===== config.mk =====
export PLATFORM = sky130hd
export DESIGN_NAME = ula_arbiter
export DESIGN_NICKNAME = d
export VERILOG_FILES = /design/src/rtl/ula_arbiter_pkg.sv /design/src/rtl/ula_arbiter_ula.sv /design/src/rtl/ula_arbiter.sv
export SDC_FILE = /design/constraint.sdc
export NUM_CORES = 1
export LEC_CHECK = 0
export CORE_MARGIN = 5
export CORE_UTILIZATION = 30
export CTS_BUF_LIST = sky130_fd_sc_hd__clkbuf_4
export CTS_CLUSTER_DIAMETER = 120
export DETAILED_ROUTE_END_ITERATION = 12
export PLACE_DENSITY_LB_ADDON = 0.25
export SLEW_MARGIN = 20
export SYNTH_ARGS = -nofsm -noshare
export SYNTH_HDL_FRONTEND = slang
export SYNTH_HIERARCHICAL = 1
export SYNTH_SLANG_ARGS = --single-unit

===== constraint.sdc =====
create_clock -name clk_in -period 4.11 [get_ports clk_in]
set_input_delay 0.822 -clock clk_in [delete_from_list [all_inputs] [get_ports clk_in]]
set_output_delay 0.822 -clock clk_in [all_outputs]
set_load 0.05 [all_outputs]

===== src/rtl/ula_arbiter_pkg.sv =====
// Shared definitions for the ULA arbiter: datapath widths and ULA opcodes.
// Optional feature macro: ULA_ARB_FIXED_PRIO_EN (see ula_arbiter.sv).
package ula_arbiter_pkg;

    // Operand/result width and opcode width.
    localparam int BITS = 8;
    localparam int OP   = 8;

    // ULA opcodes; any value >= 8 is treated as "no operation" and yields 0.
    localparam logic [OP-1:0] OP_NOT = 8'd0;   // ~b
    localparam logic [OP-1:0] OP_AND = 8'd1;
    localparam logic [OP-1:0] OP_OR  = 8'd2;
    localparam logic [OP-1:0] OP_XOR = 8'd3;
    localparam logic [OP-1:0] OP_ADD = 8'd4;
    localparam logic [OP-1:0] OP_SUB = 8'd5;
    localparam logic [OP-1:0] OP_SHL = 8'd6;   // a << b
    localparam logic [OP-1:0] OP_SHR = 8'd7;   // a >> b

endpackage


===== src/rtl/ula_arbiter_ula.sv =====
// Purely combinational ULA used by the arbiter. Arithmetic wraps at the
// operand width; shift amounts of BITS or more produce zero.
module ula_arbiter_ula
    import ula_arbiter_pkg::*;
(
    input  logic [BITS-1:0] a_in,
    input  logic [BITS-1:0] b_in,
    input  logic [OP-1:0]   op_in,
    output logic [BITS-1:0] result_out
);

    // Opcode decode; unknown opcodes fall through to zero.
    always_comb begin
        result_out = '0;
        case (op_in)
            OP_NOT:  result_out = ~b_in;
            OP_AND:  result_out = a_in & b_in;
            OP_OR:   result_out = a_in | b_in;
            OP_XOR:  result_out = a_in ^ b_in;
            OP_ADD:  result_out = a_in + b_in;
            OP_SUB:  result_out = a_in - b_in;
            // A logical shift by the full 8-bit amount already yields zero
            // once the amount reaches the operand width.
            OP_SHL:  result_out = a_in << b_in;
            OP_SHR:  result_out = a_in >> b_in;
            default: result_out = '0;
        endcase
    end

endmodule


===== src/rtl/ula_arbiter.sv =====
// Two-requester arbiter in front of a single ULA. A transfer (valid & ready)
// latches the winner's operands; the result appears one cycle later on the
// shared result bus together with a one-cycle resp valid for that requester.
// Optional feature macro: ULA_ARB_FIXED_PRIO_EN -- when defined, requester 0
// always wins and the round-robin pointer is not built.
module ula_arbiter
    import ula_arbiter_pkg::*;
(
    input  logic            clk_in,
    input  logic            rst_n_in,
    input  logic            req0_valid_in,
    input  logic [BITS-1:0] req0_a_in,
    input  logic [BITS-1:0] req0_b_in,
    input  logic [OP-1:0]   req0_op_in,
    output logic            req0_ready_out,
    output logic            resp0_valid_out,
    input  logic            req1_valid_in,
    input  logic [BITS-1:0] req1_a_in,
    input  logic [BITS-1:0] req1_b_in,
    input  logic [OP-1:0]   req1_op_in,
    output logic            req1_ready_out,
    output logic            resp1_valid_out,
    output logic [BITS-1:0] result_out
);

    typedef enum logic {
        ST_IDLE = 1'b0,
        ST_RESP = 1'b1
    } state_e;

    state_e          state_q, state_d;
    logic [1:0]      valid_w;
    logic [1:0]      grant_w;
    logic            xfer_w;
    logic            win_id_w;

    logic [BITS-1:0] a_q, a_d;
    logic [BITS-1:0] b_q, b_d;
    logic [OP-1:0]   op_q, op_d;
    logic            id_q, id_d;
    logic [BITS-1:0] ula_result_w;
    logic [1:0]      resp_valid_w;

    assign valid_w = {req1_valid_in, req0_valid_in};

`ifdef ULA_ARB_FIXED_PRIO_EN
    // Fixed priority: requester 0 wins whenever it is valid.
    always_comb begin
        grant_w = 2'b00;
        if (rst_n_in) begin
            if (valid_w[0]) begin
                grant_w[0] = 1'b1;
            end else if (valid_w[1]) begin
                grant_w[1] = 1'b1;
            end
        end
    end
`else
    // prio_q names the requester that wins a tie; it flips away from the
    // winner on every transfer so the two requesters alternate.
    logic prio_q, prio_d;

    // Round-robin grant: a sole valid requester wins, a tie goes to prio_q.
    always_comb begin
        grant_w = 2'b00;
        if (rst_n_in) begin
            case (valid_w)
                2'b01:   grant_w[0] = 1'b1;
                2'b10:   grant_w[1] = 1'b1;
                2'b11:   grant_w[prio_q] = 1'b1;
                default: grant_w = 2'b00;
            endcase
        end
    end

    // Pointer next state: moves only when a transfer happens.
    always_comb begin
        prio_d = prio_q;
        if (xfer_w) begin
            prio_d = ~win_id_w;
        end
    end

    // Pointer register; after reset requester 0 wins the first tie.
    always_ff @(posedge clk_in or negedge rst_n_in) begin
        if (!rst_n_in) begin
            prio_q <= 1'b0;
        end else begin
            prio_q <= prio_d;
        end
    end
`endif

    // Ready is the grant itself, so it is high only while the requester is valid.
    assign req0_ready_out = grant_w[0];
    assign req1_ready_out = grant_w[1];
    assign xfer_w         = |grant_w;
    assign win_id_w       = grant_w[1];

    // Operand capture mux: take the winner's fields on a transfer, else hold.
    always_comb begin
        a_d  = a_q;
        b_d  = b_q;
        op_d = op_q;
        id_d = id_q;
        if (xfer_w) begin
            id_d = win_id_w;
            if (win_id_w) begin
                a_d  = req1_a_in;
                b_d  = req1_b_in;
                op_d = req1_op_in;
            end else begin
                a_d  = req0_a_in;
                b_d  = req0_b_in;
                op_d = req0_op_in;
            end
        end
    end

    // Operand and FSM state registers; reset discards any pending response.
    always_ff @(posedge clk_in or negedge rst_n_in) begin
        if (!rst_n_in) begin
            state_q <= ST_IDLE;
            a_q     <= '0;
            b_q     <= '0;
            op_q    <= '0;
            id_q    <= 1'b0;
        end else begin
            state_q <= state_d;
            a_q     <= a_d;
            b_q     <= b_d;
            op_q    <= op_d;
            id_q    <= id_d;
        end
    end

    ula_arbiter_ula u_ula (
        .a_in       (a_q),
        .b_in       (b_q),
        .op_in      (op_q),
        .result_out (ula_result_w)
    );

    // FSM next state and outputs: a transfer always leads to RESP next cycle,
    // and RESP presents the ULA result with a pulse for the latched requester.
    always_comb begin
        state_d      = xfer_w ? ST_RESP : ST_IDLE;
        resp_valid_w = 2'b00;
        result_out   = '0;
        if (state_q == ST_RESP) begin
            result_out         = ula_result_w;
            resp_valid_w[id_q] = 1'b1;
        end
    end

    assign resp0_valid_out = resp_valid_w[0];
    assign resp1_valid_out = resp_valid_w[1];

endmodule


# ---- Yosys cells after proc, flatten, opt, wreduce, memory -nomap -nowiden
# Index checks and enable logic that the tools add are counted.
dict set report totals {
  register_bits 27
  inputBits 52
  output_inout_bits 12
  word_cells 47
}
dict set report op_classes {
  add_sub_neg 2
  order_cmp 4
  n_eq_ne 10
  shifts 2
  n_mux 14
  bitwise_logic 5
  reduce_logical 4
}
# cell n
set ops {}
lappend ops {{$pmux W8 S8} 1}
lappend ops {{$eq A8 B3 Y1 const B} 4}
lappend ops {{$mux W8} 4}
lappend ops {{$eq A8 B2 Y1 const B} 2}
lappend ops {{$add A8 B8 Y8} 1}
lappend ops {{$and A8 B8 Y8} 1}
lappend ops {{$eq A8 B1 Y1 const B} 1}
lappend ops {{$logic_not A8 Y1} 1}
lappend ops {{$not A8 Y8} 1}
lappend ops {{$or A8 B8 Y8} 1}
lappend ops {{$shl A8 B8 Y8} 1}
lappend ops {{$shr A8 B8 Y8} 1}
lappend ops {{$sub A8 B8 Y8} 1}
lappend ops {{$xor A8 B8 Y8} 1}
lappend ops {{$eq A2 B2 Y1 const B} 2}
lappend ops {{$lt A1 B2 Y1 const B} 2}
lappend ops {{$mux W2} 2}
lappend ops {{$pmux W1 S2} 2}
lappend ops {{$mux W1} 3}
lappend ops {{$demux W1 S1} 2}
lappend ops {{$eq A2 B1 Y1 const B} 1}
lappend ops {{$ge A1 B1 Y1 const B} 2}
lappend ops {{$logic_and A1 B1 Y1} 2}
lappend ops {{$reduce_or A2 Y1} 1}
lappend ops {{$not A1 Y1} 1}

# ---- Depth between registers and ports, before layout
dict set report depth {
  word_depth 8
  mapped_depth 14
  ltp_nobuf 12
}

# ---- By module
# Netlist, hierarchy kept.
# mod instances cells_per_inst area_each_um2 seq_area_each_um2
set by_module_without_submodules {}
lappend by_module_without_submodules {ula_arbiter_ula 1 231 1630.3 0.0}
lappend by_module_without_submodules {ula_arbiter 1 136 1317.5 675.6}

# ---- Worst setup path before layout
# Ideal clock, no wire load.
dict set report synth_timing {
  path_type {reg2out}
  start {register op_q[5]}
  end {output result_out[6]}
  arrival_ns 3.194
  t_required_ns 3.288
  slack_ns 0.094
  path_stages_with_launch 13
  path_buffers 1
  cell_sequence {dfrtp_1 > or4_4 > and4bb_1 > buf_4 > mux2_2 > fa_1 > nor2b_1 > o21ai_0 > a21boi_0 > o21ai_0 > mux2i_1 > nand3b_1 > and2_1}
}
dict set report synth_between {
  elab_chain_cells 3
  word_cells_on_any_way 10
  classes_between {eq/ne (7); mux (2); reduce/logical (1)}
}
# element line
set synth_rtl {}
lappend synth_rtl {{from (decl)} ula_arbiter.sv:39} ;# logic [OP-1:0] op_q, op_d;
lappend synth_rtl {{from (signal assigned)} ula_arbiter.sv:132} ;# op_q <= op_d;
lappend synth_rtl {{$eq A8 B3 Y1 (tied with other cells)} ula_arbiter_ula.sv:15} ;# case (op_in)
lappend synth_rtl {{$pmux W8 S8 (*)} ula_arbiter_ula.sv:15}
lappend synth_rtl {{net ula_result_w[6]} ula_arbiter.sv:41} ;# logic [BITS-1:0] ula_result_w;
lappend synth_rtl {{$mux W8 (*)} ula_arbiter.sv:150} ;# if (state_q == ST_RESP) begin
lappend synth_rtl {{to (decl)} ula_arbiter.sv:23} ;# output logic [BITS-1:0] result_out
# The timed path passes the listed nets; every way through them passes the cells marked *.

# ---- Final worst setup path
dict set report layout_timing {
  start {register op_q[5]}
  end {output result_out[5]}
}
# The elaborated chain is that of the path after synthesis.

==> results.toml <==
[die]
start_util_pct = 30.4
die_w_um = 109
dieHeight_um = 109
ios = 64
die-area_sq_um = 11900
rows = 36
fp.coreArea_sq_um = 9680

[worst_setup_path]
path_class = "reg -> out"
path_max_fanout = 6
cp-end-kind = "output port"
reg2reg_depth = 3
cp.arrival_ns = 3.45
critPathLaunch = "op_q[5]"
rrSetupSlack_ns = 2.76
cp_data_required_time_ns = 3.29
reg2reg_from = "prio_q"
r2r_end = "a_q[3]"
start_kind = "register"

[cts]
cts_root_buf = "clkbuf_4"
htreeDepth = 1
cts_buffer_depth = 2
clock_latency_ns = 0.33
clk_pin_slew_ns = 0.14
tritoncts = "yes"
cts_sinks = 27
cts_buffers = 3
ctsHoldBuffers = 0

[sta]
hold_violations = 0
min_period_over_period_pct = 104
final-setup-viol-count = 5
fin_ws_ns = -0.159
skew_ns = 0.00187
rsz0062_at_grt = "true"
max_slew_margin_pct = 41.6
fmax_mhz = 234
min_period_ns = 4.27
worst_pin_slew_ns = 0.876
maxSlewViolCount = 0

[drt]
routed_wl_mm = 9.47
drc = 0
wl_met2_mm = 4.46
met3WireLength_um = 612
first_iter_violations = 183
vias = 3058
vias_per_cell = 5.36
top_layer_used = "met4"
wl_per_cell_um = 16.6
drt-met1-wl_mm = 4.26
antenna_left = 0
drt_pass1_iterations = 5

[yosys]
yosys_warnings = 6
synthArstFlopShare_pct = 100
synth-edff-count = 0
synth_cells = 367
synth.cell_area_sq_um = 2950
ys.flop_type = "dfrtp_1"
seq_area_frac_synth_pct = 22.9
synth.distinct_cells = 56
ys_ff_latch = 27
avgSynthCellArea_sq_um = 8.03
syn-num-nets = 444

[power]
p_seq_share_pct = 31.0
totalPowerFinal_uw = 1220
powerDensity_nw_per_um2 = 301
swShare_pct = 42.3
p_comb_share_pct = 58.9
leakagePower_uw = 0.00169
intPower_uw = 707
ir_drop_v = 0.000133
p_switching_uw = 518
clockPowerShare_pct = 10.0

[global_route]
grt-ovfl-total = 0
grt_first_pass_wirelength_mm = 15.1
grt_util_all_layers_pct = 15.9
antenna_found_initial = 0
grt_pass1_vias = 2973
grt_max_degree = 40

[worst_hold_path]
hold_path.class = "reg -> reg"
whs_path_depth = 2
min_to = "id_q"
hold_start = "id_q"

[finish]
fin_cells = 570
syn_to_final_growth_pct = 38.1
antenna_cells = 0
layout-drive-gt1-share_pct = 19.2
final_nets = 515

[status]
status = "finished with violations"
violations = "setup timing"

[placed_design]
place_inst = 554
hpwl_mm = 7.17
port_buffers = 63
post-place-ws_ns = 0.0643
gp_congestion = 0.960

[job]
cap_violations = 0
[synth_stat cells (2+ instances only)]
cell       instances  area [sq um]
a2111oi_0          3          26.3
a211oi_1          10          75.1
a21o_1             2          15.0
a21oi_1           20           100
a221o_1           10           100
a22oi_1            2          15.0
a31o_2             2          17.5
a31oi_1           17           106
and2_1            10          62.6
and3_1             5          31.3
buf_1              3          11.3
buf_2              6          30.0
buf_4              3          22.5
clkbuf_1          11          41.3
clkbuf_2           2          10.0
dfrtp_1           27           676
ha_1              24           300
inv_1             22          82.6
mux2_2             2          22.5
mux2i_1            6          60.1
mux4_2             7           158
nand2_1           13          48.8
nand3_1           25           125
nand3b_1           3          22.5
nand4_1            3          18.8
nor2_1            45           169
nor2b_1           14          87.6
nor3_1             2          10.0
nor3b_1            3          22.5
o2111ai_1          2          17.5
o21a_1             2          15.0
o21ai_0           25           125
o22ai_1            3          18.8
or2_2              2          12.5
xnor2_1            8          70.1
xor2_1             3          26.3
[metal layers]
metal  track usage [%]  vias to the layer above
li1                  -                     1488
met1              22.0                     1436
met2              25.3                      123
met3              2.31                       11
met4              5.14                        0
met5                 0                        -
[kinds of logic after synthesis]
logic type | synth area share [%]
simple gates | 23.6
flops | 22.9
xor+xnor | 3.27
compound gates | 24.2
buf+inv | 7.09
fa+ha+maj | 10.9
mux | 8.15
[how the worst max path moves through the flow]
stage                    endpoint  cells past startpoint  slack (ns)
floorplan           result_out[6]                     12        0.09
global placement    result_out[6]                     12        0.11
detailed placement  result_out[6]                     12        0.06
CTS                 result_out[7]                     13       -0.08
global route        result_out[5]                     14       -0.29
finish              result_out[5]                     14       -0.16
[worst max-delay path, stage by stage (launching register included)]
cell	delay (ns)
dfrtp_1	0.41
or4_4	0.54
and4bb_2	0.35
buf_6	0.13
a21oi_2	0.04
xnor2_1	0.24
ha_1	0.31
and3_4	0.21
a21oi_4	0.13
nand3b_1	0.12
xor2_1	0.17
nand3_1	0.09
nand4_1	0.08
and2_4	0.18
buf_12	0.14
[layout by cell type, fill, tap and decap left out, types with 9 or more instances in the layout]
master | synthesis | routed
o21ai_0 | 25 | 20
nand2_1 | 13 | 13
dfrtp_1 | 27 | 27
a31oi_1 | 17 | 16
inv_1 | 22 | 21
nor2_1 | 45 | 44
buf_4 | 3 | 28
a221o_1 | 10 | 10
buf_12 | 0 | 9
nor2b_1 | 14 | 13
a21oi_1 | 20 | 17
clkdlybuf4s50_1 | 0 | 53
ha_1 | 24 | 23
nand3_1 | 25 | 24
[state kept, by name, indices dropped and copies added (netlist names)]
name     count
b_q          8
id_q         1
a_q          8
prio_q       1
state_q      1
op_q         8
[layout make-up]
class | count | area (sq um)
multi-input combinational | 292 | 2180
tap | 133 | 166
clock buffer | 4 | 30.0
inverter | 22 | 82.6
fill | 982 | 5610
sequential | 27 | 676
timing repair buffer | 92 | 941
[power by group through the flow]
stage                     Sequential, uW  Combinational (uW)  Clock [uW]
final                                380                 722         123
after global routing                 388                 787         141
after CTS                            378                 667         129
after detailed placement             384                 614           0
after global placement               382                 604           0
after floorplan                      355                 433           0
[repair_timing]
item	in CTS	in global routing
pin swaps	12	13
hold endpoints to repair	0	0
setup buffers	9	3
cloned	0	0
resized for setup	14	22
endpoints found under the setup margin	7	7
[through the flow]
step	hold WS (ns)	area [sq um]	util, %	TNS [ns]
floorplan	0.500	2950	-	0
detailed placement	0.543	3840	39.6	0
finish	0.565	4070	42.0	-0.447
global route	0.580	4070	42.0	-1.34
global placement	0.534	3840	39.6	0
CTS	0.566	3970	41.0	-0.353
No activity file was read; power rests on OpenSTA's default activity.
